<file path="src/rtl/operand_entry.sv">
//------------------------------------------------------------------------------
// Module   : operand_entry
// Purpose  : Builds two BCD operands and an opcode from key events, then
//            converts the operands to binary and pulses go to the ALU.
// Options  : KEY_SYNC_EN - treat key_stb as an asynchronous level and
//            synchronise/edge-detect it internally.
// Revision : 1.0 - initial release
//------------------------------------------------------------------------------
`default_nettype none

module operand_entry #(
  parameter int NDIG  = 4,
  parameter int BIN_W = 14
) (
  input  logic                 CLK100MHZ,
  input  logic                 RESET,
  input  logic [3:0]           key_code,
  input  logic                 key_valid,
  input  logic                 key_stb,
  output logic [4*NDIG-1:0]    bcd_a,
  output logic [4*NDIG-1:0]    bcd_b,
  output logic [3:0]           opcode,
  output logic [1:0]           sel,
  output logic [BIN_W-1:0]     bin_a,
  output logic [BIN_W-1:0]     bin_b,
  output logic                 go,
  output logic                 busy
);

  localparam int               CNT_W       = $clog2(NDIG + 1);
  localparam logic [CNT_W-1:0] C_NDIG      = CNT_W'(NDIG);
  localparam logic [CNT_W-1:0] C_LAST      = CNT_W'(NDIG - 1);
  localparam logic [3:0]       C_KEY_A     = 4'd10;
  localparam logic [3:0]       C_KEY_B     = 4'd11;
  localparam logic [3:0]       C_KEY_OP    = 4'd12;
  localparam logic [3:0]       C_KEY_BS    = 4'd13;
  localparam logic [3:0]       C_KEY_ENTER = 4'd14;
  localparam logic [1:0]       C_SEL_A     = 2'd0;
  localparam logic [1:0]       C_SEL_B     = 2'd1;
  localparam logic [1:0]       C_SEL_OP    = 2'd2;

  typedef enum logic [1:0] {
    S_EDIT = 2'd0,
    S_CONV = 2'd1,
    S_DONE = 2'd2
  } state_t;

  state_t                r_state;
  state_t                w_state_nxt;
  logic [4*NDIG-1:0]     r_bcd_a;
  logic [4*NDIG-1:0]     r_bcd_b;
  logic [CNT_W-1:0]      r_cnt_a;
  logic [CNT_W-1:0]      r_cnt_b;
  logic [3:0]            r_op;
  logic [1:0]            r_sel;
  logic [CNT_W-1:0]      r_idx;
  logic [BIN_W-1:0]      r_acc_a;
  logic [BIN_W-1:0]      r_acc_b;
  logic [BIN_W-1:0]      r_bin_a;
  logic [BIN_W-1:0]      r_bin_b;
  logic                  w_stb;
  logic                  w_evt;
  logic                  w_is_digit;
  logic [4*NDIG-1:0]     w_sh_a;
  logic [4*NDIG-1:0]     w_sh_b;
  logic [BIN_W-1:0]      w_acc_a_nxt;
  logic [BIN_W-1:0]      w_acc_b_nxt;

`ifdef KEY_SYNC_EN
  // bits [1:0] are the synchroniser, bit 2 holds the previous level for edge detect
  logic [2:0] r_stb_sync;

  always_ff @(posedge CLK100MHZ or posedge RESET) begin
    if (RESET) r_stb_sync <= 3'b000;
    else       r_stb_sync <= {r_stb_sync[1:0], key_stb};
  end

  assign w_stb = r_stb_sync[1] & ~r_stb_sync[2];
`else
  assign w_stb = key_stb;
`endif

  assign w_evt      = w_stb && key_valid && (r_state == S_EDIT);
  assign w_is_digit = (key_code <= 4'd9);

  // Digit under conversion, MS digit first, for both operands in parallel
  assign w_sh_a      = r_bcd_a >> {r_idx, 2'b00};
  assign w_sh_b      = r_bcd_b >> {r_idx, 2'b00};
  assign w_acc_a_nxt = (r_acc_a << 3) + (r_acc_a << 1) + {{(BIN_W-4){1'b0}}, w_sh_a[3:0]};
  assign w_acc_b_nxt = (r_acc_b << 3) + (r_acc_b << 1) + {{(BIN_W-4){1'b0}}, w_sh_b[3:0]};

  always_ff @(posedge CLK100MHZ or posedge RESET) begin
    if (RESET) r_state <= S_EDIT;
    else       r_state <= w_state_nxt;
  end

  always_comb begin
    w_state_nxt = r_state;
    case (r_state)
      S_EDIT:  if (w_evt && key_code == C_KEY_ENTER) w_state_nxt = S_CONV;
      S_CONV:  if (r_idx == '0) w_state_nxt = S_DONE;
      S_DONE:  w_state_nxt = S_EDIT;
      default: w_state_nxt = S_EDIT;
    endcase
  end

  always_ff @(posedge CLK100MHZ or posedge RESET) begin
    if (RESET) begin
      r_bcd_a <= '0;
      r_bcd_b <= '0;
      r_cnt_a <= '0;
      r_cnt_b <= '0;
      r_op    <= '0;
      r_sel   <= C_SEL_A;
      r_idx   <= '0;
      r_acc_a <= '0;
      r_acc_b <= '0;
      r_bin_a <= '0;
      r_bin_b <= '0;
    end else if (r_state == S_CONV) begin
      r_acc_a <= w_acc_a_nxt;
      r_acc_b <= w_acc_b_nxt;
      r_idx   <= r_idx - CNT_W'(1);
      if (r_idx == '0) begin
        r_bin_a <= w_acc_a_nxt;
        r_bin_b <= w_acc_b_nxt;
      end
    end else if (w_evt) begin
      if (w_is_digit) begin
        if (r_sel == C_SEL_A && r_cnt_a < C_NDIG) begin
          r_bcd_a <= {r_bcd_a[4*NDIG-5:0], key_code};
          r_cnt_a <= r_cnt_a + CNT_W'(1);
        end else if (r_sel == C_SEL_B && r_cnt_b < C_NDIG) begin
          r_bcd_b <= {r_bcd_b[4*NDIG-5:0], key_code};
          r_cnt_b <= r_cnt_b + CNT_W'(1);
        end else if (r_sel == C_SEL_OP) begin
          r_op <= key_code;
        end
      end else if (key_code == C_KEY_A) begin
        r_sel <= C_SEL_A;
      end else if (key_code == C_KEY_B) begin
        r_sel <= C_SEL_B;
      end else if (key_code == C_KEY_OP) begin
        r_sel <= C_SEL_OP;
      end else if (key_code == C_KEY_BS) begin
        if (r_sel == C_SEL_A && r_cnt_a != '0) begin
          r_bcd_a <= {4'h0, r_bcd_a[4*NDIG-1:4]};
          r_cnt_a <= r_cnt_a - CNT_W'(1);
        end else if (r_sel == C_SEL_B && r_cnt_b != '0) begin
          r_bcd_b <= {4'h0, r_bcd_b[4*NDIG-1:4]};
          r_cnt_b <= r_cnt_b - CNT_W'(1);
        end else if (r_sel == C_SEL_OP) begin
          r_op <= 4'h0;
        end
      end else if (key_code == C_KEY_ENTER) begin
        r_acc_a <= '0;
        r_acc_b <= '0;
        r_idx   <= C_LAST;
      end
    end
  end

  assign bcd_a  = r_bcd_a;
  assign bcd_b  = r_bcd_b;
  assign opcode = r_op;
  assign sel    = r_sel;
  assign bin_a  = r_bin_a;
  assign bin_b  = r_bin_b;
  assign go     = (r_state == S_DONE);
  assign busy   = (r_state != S_EDIT);

endmodule

`default_nettype wire

</file>
<file path="config.mk">
export PLATFORM = sky130hd
export DESIGN_NAME = operand_entry
export DESIGN_NICKNAME = d
export VERILOG_FILES = /design/src/rtl/operand_entry.sv
export SDC_FILE = /design/constraint.sdc
export NUM_CORES = 1
export LEC_CHECK = 0
export CAP_MARGIN = 20
export CORE_MARGIN = 2
export CORE_UTILIZATION = 40
export DETAILED_ROUTE_END_ITERATION = 16
export PLACE_DENSITY_LB_ADDON = 0.08
export SETUP_SLACK_MARGIN = 0.3
export SKIP_LAST_GASP = 1
export SLEW_MARGIN = 20
export SYNTH_ARGS = -nofsm -noshare
export SYNTH_HDL_FRONTEND = slang
export SYNTH_SLANG_ARGS = --single-unit
</file>
<file path="constraint.sdc">
create_clock -name CLK100MHZ -period 3.55 [get_ports CLK100MHZ]
set_input_delay 0.71 -clock CLK100MHZ [delete_from_list [all_inputs] [get_ports CLK100MHZ]]
set_output_delay 0.71 -clock CLK100MHZ [all_outputs]
set_load 0.02 [all_outputs]
</file>
== Word-level counts from Yosys, hierarchy flattened ==
Cells that the tools add are included.
Storage, ports and cells
  output and inout port bits: 68
  flip-flop bits (word level): 103
  ROM bits: 0
  bits of input ports: 8
  latch bits: 0
  word-level logic and storage cells: 145
  bits in writable memories: 0
  memories kept: 0
Operators by class
  multiplexer cells: 66
  equal/unequal tests: 25
  add/subtract/negate cells: 9
  multipliers: 0
  shifts and indexed selects: 2
  $lt $le $gt $ge: 3
  div/mod/pow operators: 0
  reductions and logical operators: 26
  bitwise logic cells: 2
Operators with widths (count)
  16-bit two-way mux: 16
  13-bit two-way mux: 9
  3-bit two-way mux: 24
  4-bit two-way mux: 11
  16-bit by 5-bit right shift with 4-bit output: 2
  14-bit adder: 2
  14-bit by 4-bit adder with 14-bit output: 2
  2-bit inequality test (second input constant): 12
  4-bit equality test (second input constant): 5
  2-bit nonzero test: 6
  11-bit AND reduction: 1
  2-bit two-way mux: 5
  10-bit AND reduction: 1
  3-bit nonzero test: 3
  3-bit by 1-bit subtractor with 3-bit output (second input constant): 3
  2-bit by 1-bit inequality test with 1-bit output (second input constant): 4
  8-bit AND reduction: 1
  1-bit logical AND: 7
  7-bit AND reduction: 1
  3-bit by 1-bit adder with 3-bit output (second input constant): 2
  3-bit < comparator (second input constant): 2
  2-bit by 1-bit equality test with 1-bit output (second input constant): 2
  2-bit equality test (second input constant): 2
  4-bit less-or-equal comparator (second input constant): 1
  6 further kinds: 9

== Logic depth before layout (Yosys ltp) ==
  word-level depth: 9
  mapped depth: 12
  gate-level depth less buffers: 11

== Least setup slack after synthesis ==
OpenSTA, ideal clock, no wires.
  kind: reg-to-reg
  from: register r_idx[0]
  to: register r_bin_b[12] (netlist: bin_b[12])
  stages on the path, launching flop included: 12
  buffers on the path: 1
  period minus slack after synthesis: 3.360 ns
  library setup time: 0.125 ns
  arrival time: 3.235 ns
  data required time: 3.425 ns
  path slack: 0.190 ns
  cell sequence: dfrtp_1 -> buf_2 -> mux4_2 -> nor2b_1 -> ha_1 -> ha_1 -> fa_1 -> a21o_1 -> a221oi_1 -> o221ai_1 -> xor2_1 -> mux2_2
On the way
  word-level cells in the longest chain between the ends: 2
  elaborated cells between the ends (all ways): 4
  those cells by class: 1 x add/sub; 1 x shift; 2 x reduce/logical
RTL lines
  from (decl): line 56  | logic [CNT_W-1:0] r_idx;
  from (signal assigned): line 123  | r_idx <= r_idx - CNT_W'(1);
  16-bit by 5-bit right shift with 4-bit output or 3-bit zero test (tied branches): line 88, 124
  14-bit by 4-bit adder with 14-bit output or 2-bit AND reduction (tied branches)
  to (signal assigned): line 126  | r_bin_b <= w_acc_b_nxt;
  to (decl): line 60  | logic [BIN_W-1:0] r_bin_b;
Parallel ways exist; a longest one is shown, timed or not.
A chain may end at the register's enable or synchronous reset.

== Final worst setup path ==
Ends and elaborated chain as after synthesis.

==> results.cfg <==
[clock_tree]
hold_buffers = 0
cts_num_sinks = 103
cts_htree_levels = 3
cts_root_buf = clkbuf_16
clk-insertion-delay-late_ns = 0.34
path_clk_slew_ns = 0.07
cts_buffers = 9
cts_tree = built
clk_path_buf_depth = 2

[global_routing]
grt_use_total_pct = 18.3
grt_antenna_before_repair = 0
grt.overflow.total = 0
grt_pass1_wl_um = 23700
grt_max_degree = 47
grt_pass1_vias = 4601

[drt]
wl_per_cell_um = 16.4
drt-total-wl_um = 14000
vias = 4618
drt_pass1_iterations = 5
first_iter_violations = 240
drc_errors = 0
ant_nets = 0
viasPerCell = 5.39

[setup_path]
cp-end-kind = flop
critPathMaxFanout = 4
cp.required_ns = 3.78
cp_data_arrival_time_ns = 3.37
r2r-start = r_idx[0]
critical_path_class = flop to flop
crit_path_start_kind = flop
crit_start = r_idx[0]

[placement]
placed_area_mm2 = 0.00693
dpl_worst_slack_ns = 0.199
place.gp.congestion = 0.859
hpwl_um = 10200
numPortBuffers = 75
place_inst = 838

[synthesis]
synth_top_family_by_area = compound AO/OA/AOI/OAI gates
synthAdderAreaFrac_pct = 11.6
syn-cell-area_mm2 = 0.00598
synth-xor-area-share_pct = 3.50
synth_cell_types = 59
ys_seq_area_share_pct = 43.1
muxShareOfSynthArea_pct = 7.18
synth_area_per_cell_um2 = 10.1
syn_inst = 594
ys_warn_count = 0
synth_compound_area_share_pct = 15.1
synth_seq_cells = 103
synthArstFlopShare_pct = 100
synth_simple_gate_area_share_pct = 14.9
synth_edf_count = 0
ys.flop_type = dfrtp_1
synthesis.nets = 654

[finish]
multi_input_area_mm2 = 0.00316
seq_area_mm2 = 0.00258
layout.cells.non_filler = 857
num_antenna_cells = 0
final_util_pct = 50.1
fillerInstances = 1352
final_cell_mix = nand2_1 (111), dfrtp_1 (102), clkdlybuf4s50_1 (75), ha_1 (45), a21oi_1 (31)
areaGrowthSynthToFinish_pct = 22.3
nNetsFinal = 728
drive_gt1_share_pct = 11.4
stdcell_area_mm2 = 0.00731
final_common_cell = nand2_1

[timing]
worstMarginPinSlew_ns = 0.833
drv_slew = 0
setup_violations = 0
fin_ws_ns = 0.407
timing.final.crit_share_pct = 88.5
fmaxAchievable_mhz = 318
grt_setup_unrepaired = yes
hold_viol = 0
finClkSkew_ns = 0.00657
slew_headroom_pct = 44.5
hold-worst-slack_ns = 0.474
fin_crit_ns = 3.14
setup_tns_ns = 0

[floorplan]
io_pins = 76
fp.dieH_um = 126
dieWidth_um = 126
start_util_pct = 41.0
fp.coreArea_mm2 = 0.0146
dieArea_mm2 = 0.0159
rows = 44

[pwr]
power_leakage_nw = 3.42
p_per_area_mw_per_mm2 = 752
ir_worst_vdd_v = 0.000328
finalPower_mw = 5.50

[min_path]
hp-class = flop to flop
hp-start = bin_b[0]

[status]
status = finished, final reports clean

[flow_run]
maxCapViolCount = 0
## cell type report
type,instances,share of cell area [%]
Clock inverter,3,0.890
Timing Repair Buffer,93,12.3
Inverter,30,1.59
Tap cell,184,3.15
Multi-Input combinational cell,431,43.2
Sequential cell,103,35.3
Clock buffer,13,3.56
## sequential cells by signal, summed over array words and instances, names as in the netlist
name / cells
bin_a: 14
r_idx: 3
r_cnt_a: 3
bcd_b: 16
r_cnt_b: 3
opcode: 4
sel: 2
r_state: 2
bcd_a: 16
bin_b: 14
r_acc_b: 13
r_acc_a: 13
## where the power goes
group | internal (mW) | total, mW | switching, mW
clock | 0.656 | 1.08 | 0.428
sequential | 1.49 | 1.81 | 0.325
combinational | 1.17 | 2.60 | 1.43
## synth_stat cells, types with 5 or more instances
| cell | n | area share, % |
|---|---|---|
| buf_6 | 5 | 0.94 |
| nand2b_1 | 6 | 0.63 |
| and2_1 | 6 | 0.63 |
| ha_1 | 46 | 9.6 |
| mux2_2 | 7 | 1.3 |
| xnor2_1 | 12 | 1.8 |
| buf_1 | 5 | 0.31 |
| clkbuf_1 | 13 | 0.82 |
| a31oi_1 | 10 | 1.0 |
| mux2i_1 | 17 | 2.8 |
| mux4_2 | 8 | 3.0 |
| nand4_1 | 7 | 0.73 |
| nand2_1 | 111 | 7.0 |
| a21o_1 | 6 | 0.75 |
| nand3_1 | 11 | 0.92 |
| nor2_1 | 15 | 0.94 |
| nor3_1 | 8 | 0.67 |
| o21ai_0 | 32 | 2.7 |
| o21ai_2 | 10 | 1.5 |
| dfrtp_1 | 103 | 43 |
| a22o_1 | 12 | 1.8 |
| fa_1 | 6 | 2.0 |
| a211o_1 | 6 | 0.88 |
| xor2_1 | 10 | 1.5 |
| a21oi_1 | 32 | 2.7 |
| buf_2 | 5 | 0.42 |
| inv_1 | 28 | 1.8 |
| nor2b_1 | 11 | 1.2 |
## worst paths after layout
| path | end | slack (ns) | depth (start not counted) |
|---|---|---|---|
| setup / recovery | bin_b[12] | 0.41 | 10 |
| hold / removal | bin_b[0] | 0.47 | 2 |
| setup reg to reg | bin_b[12] | 0.41 | 10 |
| hold reg to reg | bin_b[0] | 0.47 | 2 |
| max in group asynchronous | r_acc_b[11] | 1.92 | 3 |
| min in group asynchronous | bin_b[0] | 0.86 | 2 |
## critical path, cell delays in order (launching register included)
cell      delay (ns)
dfrtp_2         0.41
mux4_2          0.50
nor2b_1         0.14
ha_1            0.28
ha_2            0.20
fa_2            0.36
a21o_1          0.23
a221oi_4        0.32
o221ai_2        0.14
xor2_1          0.17
mux2_2          0.27
## repair_timing
item | CTS | global route
endpoints found under the hold margin | 0 | 0
endpoints found under the setup margin | 6 | 7
pin swaps | 2 | 5
buffers inserted | 0 | 3
resized for setup | 4 | 6
## cell families (layout without fill, tap and decap cells)
| family | after synthesis | after routing |
|---|---|---|
| AO/OA/AOI/OAI | 135 | 135 |
| XOR/XNOR | 23 | 23 |
| adder cells (fa/ha/maj) | 52 | 52 |
| buffers and inverters | 60 | 139 |
| flip-flops | 103 | 103 |
| multiplexers | 32 | 32 |
| AND/OR/NAND/NOR | 189 | 189 |
## routing by layer
layer  vias up  wire [um]  track usage, %
met5         -          0               0
met3        12        582            2.85
li1       2235          -               -
met1      2258       6720            26.0
met2       113       6560            29.0
met4         0        184            5.88
(Power assumes the default switching activity.)
